$ cat src/rtl/ntt_core_gf64_out_reduce_if.sv
// Stream bus for the GF(p) output reducer, p = 2^64-2^32+1: partially reduced
// input beats, canonical output beats and the sticky protocol error flags.
interface ntt_core_gf64_out_reduce_if #(
   parameter int PSI       = 4,
   parameter int R         = 2,
   parameter int MOD_NTT_W = 64,
   parameter int BPBS_ID_W = 5
);
   logic [PSI*R*(MOD_NTT_W+2)-1:0] in_data;
   logic [PSI*R-1:0]               in_avail;
   logic                           in_sob;
   logic                           in_eob;
   logic                           in_sol;
   logic                           in_eol;
   logic                           in_sos;
   logic                           in_eos;
   logic [BPBS_ID_W-1:0]           in_pbs_id;

   logic [PSI*R*MOD_NTT_W-1:0]     out_data;
   logic [PSI*R-1:0]               out_avail;
   logic                           out_sob;
   logic                           out_eob;
   logic                           out_sol;
   logic                           out_eol;
   logic                           out_sos;
   logic                           out_eos;
   logic [BPBS_ID_W-1:0]           out_pbs_id;
   logic [1:0]                     error;

   modport master (
      output in_data, in_avail, in_sob, in_eob, in_sol, in_eol, in_sos, in_eos, in_pbs_id,
      input  out_data, out_avail, out_sob, out_eob, out_sol, out_eol, out_sos, out_eos,
      input  out_pbs_id, error
   );

   modport slave (
      input  in_data, in_avail, in_sob, in_eob, in_sol, in_eol, in_sos, in_eos, in_pbs_id,
      output out_data, out_avail, out_sob, out_eob, out_sol, out_eol, out_sos, out_eos,
      output out_pbs_id, error
   );
endinterface

$ cat src/rtl/ntt_core_gf64_out_reduce.sv
// Three-stage reducer of signed 66-bit NTT lanes to canonical [0,p), p = 2^64-2^32+1.
// Define NTT_CORE_GF64_OUT_REDUCE_CHECK_EN to build the batch tracker and error flags.
module ntt_core_gf64_out_reduce #(
   parameter int PSI       = 4,
   parameter int R         = 2,
   parameter int MOD_NTT_W = 64,
   parameter int BPBS_ID_W = 5
) (
   input  logic                      clk,
   input  logic                      s_rst,
   ntt_core_gf64_out_reduce_if.slave bus
);
   localparam int LANES = PSI * R;
   localparam int XW    = MOD_NTT_W + 2;
   localparam int MK_W  = 6;

   localparam logic [MOD_NTT_W-1:0] P_MOD   = MOD_NTT_W'(64'hFFFF_FFFF_0000_0001);
   localparam logic [XW-1:0]        P_X     = XW'(P_MOD);
   localparam logic [XW-1:0]        EPS_X   = XW'(64'h0000_0000_FFFF_FFFF);
   localparam logic [XW-1:0]        FOLD_M1 = ~EPS_X + 1'b1;
   localparam logic [XW-1:0]        FOLD_M2 = ~(EPS_X << 1) + 1'b1;

   // Side-band pipeline: markers and id are only meaningful on lane [0][0] beats.
   logic [LANES-1:0]     av1_q, av2_q, av3_q;
   logic [MK_W-1:0]      mk1_d, mk1_q, mk2_q, mk3_q;
   logic [BPBS_ID_W-1:0] id1_d, id1_q, id2_q, id3_q;

   always_comb begin
      mk1_d = '0;
      id1_d = '0;
      if (bus.in_avail[0]) begin
         mk1_d = {bus.in_sob, bus.in_eob, bus.in_sol, bus.in_eol, bus.in_sos, bus.in_eos};
         id1_d = bus.in_pbs_id;
      end
   end

   always_ff @(posedge clk) begin
      if (s_rst) begin
         av1_q <= '0;
         av2_q <= '0;
         av3_q <= '0;
         mk1_q <= '0;
         mk2_q <= '0;
         mk3_q <= '0;
         id1_q <= '0;
         id2_q <= '0;
         id3_q <= '0;
      end else begin
         av1_q <= bus.in_avail;
         av2_q <= av1_q;
         av3_q <= av2_q;
         mk1_q <= mk1_d;
         mk2_q <= mk1_q;
         mk3_q <= mk2_q;
         id1_q <= id1_d;
         id2_q <= id1_q;
         id3_q <= id2_q;
      end
   end

   assign bus.out_avail  = av3_q;
   assign bus.out_pbs_id = id3_q;
   assign {bus.out_sob, bus.out_eob, bus.out_sol, bus.out_eol, bus.out_sos, bus.out_eos} = mk3_q;

   genvar gi;
   generate
      for (gi = 0; gi < LANES; gi++) begin : g_lane
         logic [XW-1:0]        x;
         logic [XW-1:0]        fold;
         logic [XW-1:0]        y_d, y_q;
         logic [MOD_NTT_W-1:0] y_plus_p, y_minus_p;
         logic [MOD_NTT_W-1:0] red_d, red_q;
         logic [MOD_NTT_W-1:0] out_d, out_q;

         assign x = bus.in_data[gi*XW +: XW];

         // The two top bits are a signed multiple of 2^64, and 2^64 == 2^32-1 (mod p).
         always_comb begin
            case (x[XW-1 -: 2])
               2'b01:   fold = EPS_X;
               2'b10:   fold = FOLD_M2;
               2'b11:   fold = FOLD_M1;
               default: fold = '0;
            endcase
         end

         // y lies in [-2*(2^32-1), 2p), so one conditional add or subtract of p suffices.
         assign y_d       = {2'b00, x[MOD_NTT_W-1:0]} + fold;
         assign y_plus_p  = y_q[MOD_NTT_W-1:0] + P_MOD;
         assign y_minus_p = y_q[MOD_NTT_W-1:0] - P_MOD;

         always_comb begin
            if (y_q[XW-1]) begin
               red_d = y_plus_p;
            end else if (y_q >= P_X) begin
               red_d = y_minus_p;
            end else begin
               red_d = y_q[MOD_NTT_W-1:0];
            end
         end

         assign out_d = av2_q[gi] ? red_q : '0;

         always_ff @(posedge clk) begin
            if (s_rst) begin
               y_q   <= '0;
               red_q <= '0;
               out_q <= '0;
            end else begin
               y_q   <= y_d;
               red_q <= red_d;
               out_q <= out_d;
            end
         end

         assign bus.out_data[gi*MOD_NTT_W +: MOD_NTT_W] = out_q;
      end
   endgenerate

`ifdef NTT_CORE_GF64_OUT_REDUCE_CHECK_EN
   localparam logic [0:0] ST_IDLE     = 1'b0;
   localparam logic [0:0] ST_IN_BATCH = 1'b1;

   logic [0:0] state_d, state_q;
   logic [1:0] error_d, error_q;

   // Tracker observes the input side only; it never feeds back into the data path.
   always_comb begin
      state_d = state_q;
      error_d = error_q;
      if (bus.in_avail[0]) begin
         case (state_q)
            ST_IDLE: begin
               if (bus.in_eob && !bus.in_sob) begin
                  error_d[0] = 1'b1;
               end
               if (bus.in_sob && !bus.in_eob) begin
                  state_d = ST_IN_BATCH;
               end
            end
            default: begin
               if (bus.in_sob) begin
                  error_d[0] = 1'b1;
               end
               if (bus.in_eob) begin
                  state_d = ST_IDLE;
               end
            end
         endcase
      end
      if (bus.in_avail != '0 && bus.in_avail != '1) begin
         error_d[1] = 1'b1;
      end
   end

   always_ff @(posedge clk) begin
      if (s_rst) begin
         state_q <= ST_IDLE;
         error_q <= '0;
      end else begin
         state_q <= state_d;
         error_q <= error_d;
      end
   end

   assign bus.error = error_q;
`else
   assign bus.error = 2'b00;
`endif

endmodule

$ cat src/flat_wrapper.sv
// flat-port wrapper written by rule: the top's interface ports become plain ports
module ntt_core_gf64_out_reduce_flat 
#(
   parameter int PSI       = 4,
   parameter int R         = 2,
   parameter int MOD_NTT_W = 64,
   parameter int BPBS_ID_W = 5
)
  (clk, s_rst, bus_in_data, bus_in_avail, bus_in_sob, bus_in_eob, bus_in_sol, bus_in_eol, bus_in_sos, bus_in_eos, bus_in_pbs_id, bus_out_data, bus_out_avail, bus_out_sob, bus_out_eob, bus_out_sol, bus_out_eol, bus_out_sos, bus_out_eos, bus_out_pbs_id, bus_error);
  ntt_core_gf64_out_reduce_if #(.PSI(PSI), .R(R), .MOD_NTT_W(MOD_NTT_W), .BPBS_ID_W(BPBS_ID_W)) bus_i ();
  input  logic clk;
  input  logic s_rst;
  input wire logic [$bits(bus_i.in_data)-1:0] bus_in_data;
  input wire logic [$bits(bus_i.in_avail)-1:0] bus_in_avail;
  input wire logic [$bits(bus_i.in_sob)-1:0] bus_in_sob;
  input wire logic [$bits(bus_i.in_eob)-1:0] bus_in_eob;
  input wire logic [$bits(bus_i.in_sol)-1:0] bus_in_sol;
  input wire logic [$bits(bus_i.in_eol)-1:0] bus_in_eol;
  input wire logic [$bits(bus_i.in_sos)-1:0] bus_in_sos;
  input wire logic [$bits(bus_i.in_eos)-1:0] bus_in_eos;
  input wire logic [$bits(bus_i.in_pbs_id)-1:0] bus_in_pbs_id;
  output wire logic [$bits(bus_i.out_data)-1:0] bus_out_data;
  output wire logic [$bits(bus_i.out_avail)-1:0] bus_out_avail;
  output wire logic [$bits(bus_i.out_sob)-1:0] bus_out_sob;
  output wire logic [$bits(bus_i.out_eob)-1:0] bus_out_eob;
  output wire logic [$bits(bus_i.out_sol)-1:0] bus_out_sol;
  output wire logic [$bits(bus_i.out_eol)-1:0] bus_out_eol;
  output wire logic [$bits(bus_i.out_sos)-1:0] bus_out_sos;
  output wire logic [$bits(bus_i.out_eos)-1:0] bus_out_eos;
  output wire logic [$bits(bus_i.out_pbs_id)-1:0] bus_out_pbs_id;
  output wire logic [$bits(bus_i.error)-1:0] bus_error;
  assign bus_i.in_data = bus_in_data;
  assign bus_i.in_avail = bus_in_avail;
  assign bus_i.in_sob = bus_in_sob;
  assign bus_i.in_eob = bus_in_eob;
  assign bus_i.in_sol = bus_in_sol;
  assign bus_i.in_eol = bus_in_eol;
  assign bus_i.in_sos = bus_in_sos;
  assign bus_i.in_eos = bus_in_eos;
  assign bus_i.in_pbs_id = bus_in_pbs_id;
  assign bus_out_data = bus_i.out_data;
  assign bus_out_avail = bus_i.out_avail;
  assign bus_out_sob = bus_i.out_sob;
  assign bus_out_eob = bus_i.out_eob;
  assign bus_out_sol = bus_i.out_sol;
  assign bus_out_eol = bus_i.out_eol;
  assign bus_out_sos = bus_i.out_sos;
  assign bus_out_eos = bus_i.out_eos;
  assign bus_out_pbs_id = bus_i.out_pbs_id;
  assign bus_error = bus_i.error;
  ntt_core_gf64_out_reduce #(.PSI(PSI), .R(R), .MOD_NTT_W(MOD_NTT_W), .BPBS_ID_W(BPBS_ID_W)) u_core (.clk(clk), .s_rst(s_rst), .bus(bus_i));
endmodule
$ cat config.mk
export PLATFORM = sky130hd
export DESIGN_NAME = ntt_core_gf64_out_reduce_flat
export DESIGN_NICKNAME = d
export VERILOG_FILES = /design/src/rtl/ntt_core_gf64_out_reduce_if.sv /design/src/rtl/ntt_core_gf64_out_reduce.sv /design/src/flat_wrapper.sv
export SDC_FILE = /design/constraint.sdc
export NUM_CORES = 2
export LEC_CHECK = 0
export CAP_MARGIN = 20
export CORE_MARGIN = 5
export CORE_UTILIZATION = 45
export DETAILED_ROUTE_END_ITERATION = 8
export MAX_ROUTING_LAYER = met4
export PLACE_DENSITY = 0.68
export SYNTH_ARGS = -nofsm -noshare
export SYNTH_HDL_FRONTEND = slang
export SYNTH_SLANG_ARGS = --single-unit
$ cat constraint.sdc
create_clock -name clk -period 8.69 [get_ports clk]
set_clock_uncertainty 0.05 [all_clocks]
set_input_delay 1.738 -clock clk [delete_from_list [all_inputs] [get_ports clk]]
set_output_delay 1.738 -clock clk [all_outputs]
set_load 0.01 [all_outputs]
==> results.yml <==
power:
  power_density_mw_per_mm2: 186
  vdd_drop_max_mv: 0.236
  total_power_mw: 20.1
  p_leak_nw: 40.7
layout:
  syn_to_final_growth_pct: 20.6
  layout-drive-gt1-share_pct: 4.03
  fillers: 18900
  nNetsFinal: 13000
  final_cells: 14900
  multi_input_area_sq_mm: 0.0542
  seq_area_sq_mm: 0.0322
  final_util_pct: 54.4
logic_synthesis:
  synthAdderAreaFrac_pct: 5.16
  synth.area.top_cells: "dfxtp_1, nor2_1, xnor2_1, ha_1, and2_1"
  syn-cell-area_sq_mm: 0.0897
  synth_top_area_share_pct: 35.9
  synthTopCellsByCount: "nor2_1, dfxtp_1, nand2_1, a21oi_1, xnor2_1"
  ys_seq_area_share_pct: 35.9
  yosys.cell_types.count: 104
  ys_ff_latch: 1609
  synthCells: 11400
  ys.warnings.count: 0
  synth.area.mux_share_pct: 0.441
  ys.flop_type: "dfxtp_1"
  synth_xor_area_share_pct: 9.99
  yosysTopAreaCell: "dfxtp_1"
  synth_compound_area_share_pct: 16.4
  synth_edf_count: 0
  synth_simple_gate_area_share_pct: 28.2
  yosysMostFrequentCell: "nor2_1"
  synth_top_family_by_area: "simple AND/OR/NAND/NOR gates"
  avgSynthCellArea_sq_um: 7.86
  async_flop_share_pct: 0
detailed_routing:
  via_count: 86500
  drtAntennaViolNets: 0
  wl_per_cell_microns: 23.4
  drc_errors: 0
  drtIter0Drc: 8458
  detail_route.vias_per_cell: 5.80
  wl_mm: 349
  first_pass_iters: 6
grt:
  grt_pass1_wl_mm: 516
  grt_usage_pct: 32.6
  top_usage_layer: "met2"
  grt_util_met1_pct: 42.3
  grt_max_degree: 179
  grt_overflow: 0
  antenna_found_initial: 121
  grt_pass1_vias: 79600
  met2_usage_pct: 48.9
  met3_usage_pct: 5.22
floorplanning:
  die-area_sq_mm: 0.208
  die_h_microns: 457
  core_sq_mm: 0.199
  rows: 164
  die_w_microns: 457
  ios: 1082
  initial_core_util_pct: 45.1
hold_path:
  hold_depth: 1
  worstHoldPathType: "flip-flop to flip-flop"
timing:
  setup_ws_ns: 2.47
  min_period_ns: 6.22
  tns_ns: 0
  slew_violations: 0
  hold_viol_final: 0
  min_period_over_period_pct: 71.5
  relSlewSlack_pct: 23.2
  tightest_slew_ns: 1.12
  rsz0062_at_grt: "false"
  fmax_mhz: 161
  setup_viol: 0
setup_path:
  r2r_cells: 12
  required_ns: 9.33
  path_max_fanout: 21
  crit_chain: "clkdlybuf4s50_1 > ha_1 > ha_1 > a21oi_1 > o21bai_1 > a21oi_1 > o21ai_0 > nor4b_1 > o31a_1 > a2111oi_0 > a21oi_1 > a211o_1 > mux2i_1 > xor2_1 > nor2_1"
  critPathKind: "primary input to flip-flop"
  slowest_delay_ns: 0.98
  cpMostUsedCell: "a21oi_1"
  critPathSlowestCell: "a2111oi_0"
  crit_arrival_ns: 6.86
  cp-start-kind: "primary input"
  cp-end-kind: "flip-flop"
cts:
  hold_buffers: 0
  cts_tree: "done"
  insertion_delay_ns: 0.84
  cts_setup_buffers: 0
  clkTransAtPathRegs_ns: 0.06
  htreeDepth: 4
  post_cts_resized: 0
  cts-root-buf: "clkbuf_16"
  cts_sinks: 1609
  cts_buffer_depth: 3
  cts_buffers: 173
status:
  status: "completed"
placement:
  dp.cells: 14500
  preCtsSetupSlack_ns: 1.80
  numPortBuffers: 1079
  place_hpwl_mm: 279
  gp_congestion: 1.01
job:
  cap_violations: 0
==> cells in the final DEF, fill, tap and decap left out, drive strengths merged, types with 52 or more instances in the layout <==
master / count
nor2: 1647
dfxtp: 1609
clkdlybuf4s50: 1078
nand2: 866
a21oi: 684
xnor2: 647
and2: 596
o21ai: 556
nand3: 417
xor2: 376
nor3: 362
ha: 348
or3: 241
clkbuf: 230
inv: 224
a31oi: 197
nor4: 191
a21o: 187
nand4: 172
and3: 170
nor2b: 128
o22ai: 87
diode: 76
nand2b: 72
or4: 68
buf: 62
or2: 57
a41oi: 53
o31ai: 52
==> worst paths after layout <==
check / slack (ns) / from / end
setup / recovery: 2.47 / bus_in_data[130] / u_core.g_lane[1].y_q[63]$_SDFF_PP0_
hold / removal: 0.35 / u_core.g_lane[6].red_q[23]$_SDFF_PP0_ / u_core.g_lane[6].out_q[23]$_SDFF_PP0_
setup reg to reg: 3.98 / u_core.g_lane[4].y_q[10]$_SDFF_PP0_ / u_core.g_lane[4].red_q[46]$_SDFF_PP0_
hold reg to reg: 0.35 / u_core.g_lane[6].red_q[23]$_SDFF_PP0_ / u_core.g_lane[6].out_q[23]$_SDFF_PP0_
==> logic make-up after synthesis <==
kind of cell / Yosys count
AO/OA/AOI/OAI: 2348
XOR/XNOR: 1023
adder cells (fa/ha/maj): 368
buffers and inverters: 898
flip-flops: 1609
multiplexers: 39
other: 1
AND/OR/NAND/NOR: 5134
==> power breakdown <==
part / total, mW / switching [mW] / internal [mW]
sequential: 8.54 / 0.624 / 7.92
combinational: 3.79 / 2.25 / 1.54
clock: 7.75 / 3.21 / 4.54
==> state kept, by name (all words and copies together) (netlist names), 8 cells and up <==
| signal | cells |
|---|---|
| u_core.g_lane.y_q | 528 |
| u_core.g_lane.out_q | 512 |
| u_core.g_lane.red_q | 512 |
| u_core.av1_q | 8 |
| u_core.av2_q | 8 |
| u_core.bus.out_avail | 8 |
==> critical path, delay by kind of cell <==
| family | cells | cell delay, ns |
|---|---|---|
| muxes | 1 | 0.21 |
| and+or+nand+nor | 2 | 0.21 |
| xor gates and xnor gates | 1 | 0.18 |
| AOI/OAI and AO/OA | 8 | 2.78 |
| adders and majority gates | 2 | 1.14 |
| buffers and inverters | 1 | 0.58 |
==> per-stage QoR <==
stage / hold slack (ns) / cell area (sq um)
2_1_floorplan: 0.356 / 89700
3_3_place_gp: 0.357 / 102000
3_5_place_dp: 0.360 / 102000
4_1_cts: 0.350 / 108000
5_1_grt: 0.372 / 108000
6_report: 0.352 / 108000
==> cell type report <==
cell class                 instances  share of cell area (%)
antenna                           76                   0.176
clock buffer                     230                    4.55
clock inverter                    86                    1.07
inverter                         216                   0.749
multi-input combinational       8914                    50.1
sequential                      1609                    29.8
tap                             2656                    3.07
timing repair buffer            1140                    10.5
==> layer usage <==
layer | up-vias | part of all wire, %
met5 | - | 0
met4 | 0 | 6.0
met3 | 673 | 7.3
met2 | 3729 | 44
met1 | 40700 | 43
li1 | 41400 | -
Note: power is estimated with default switching activity, not from simulation.
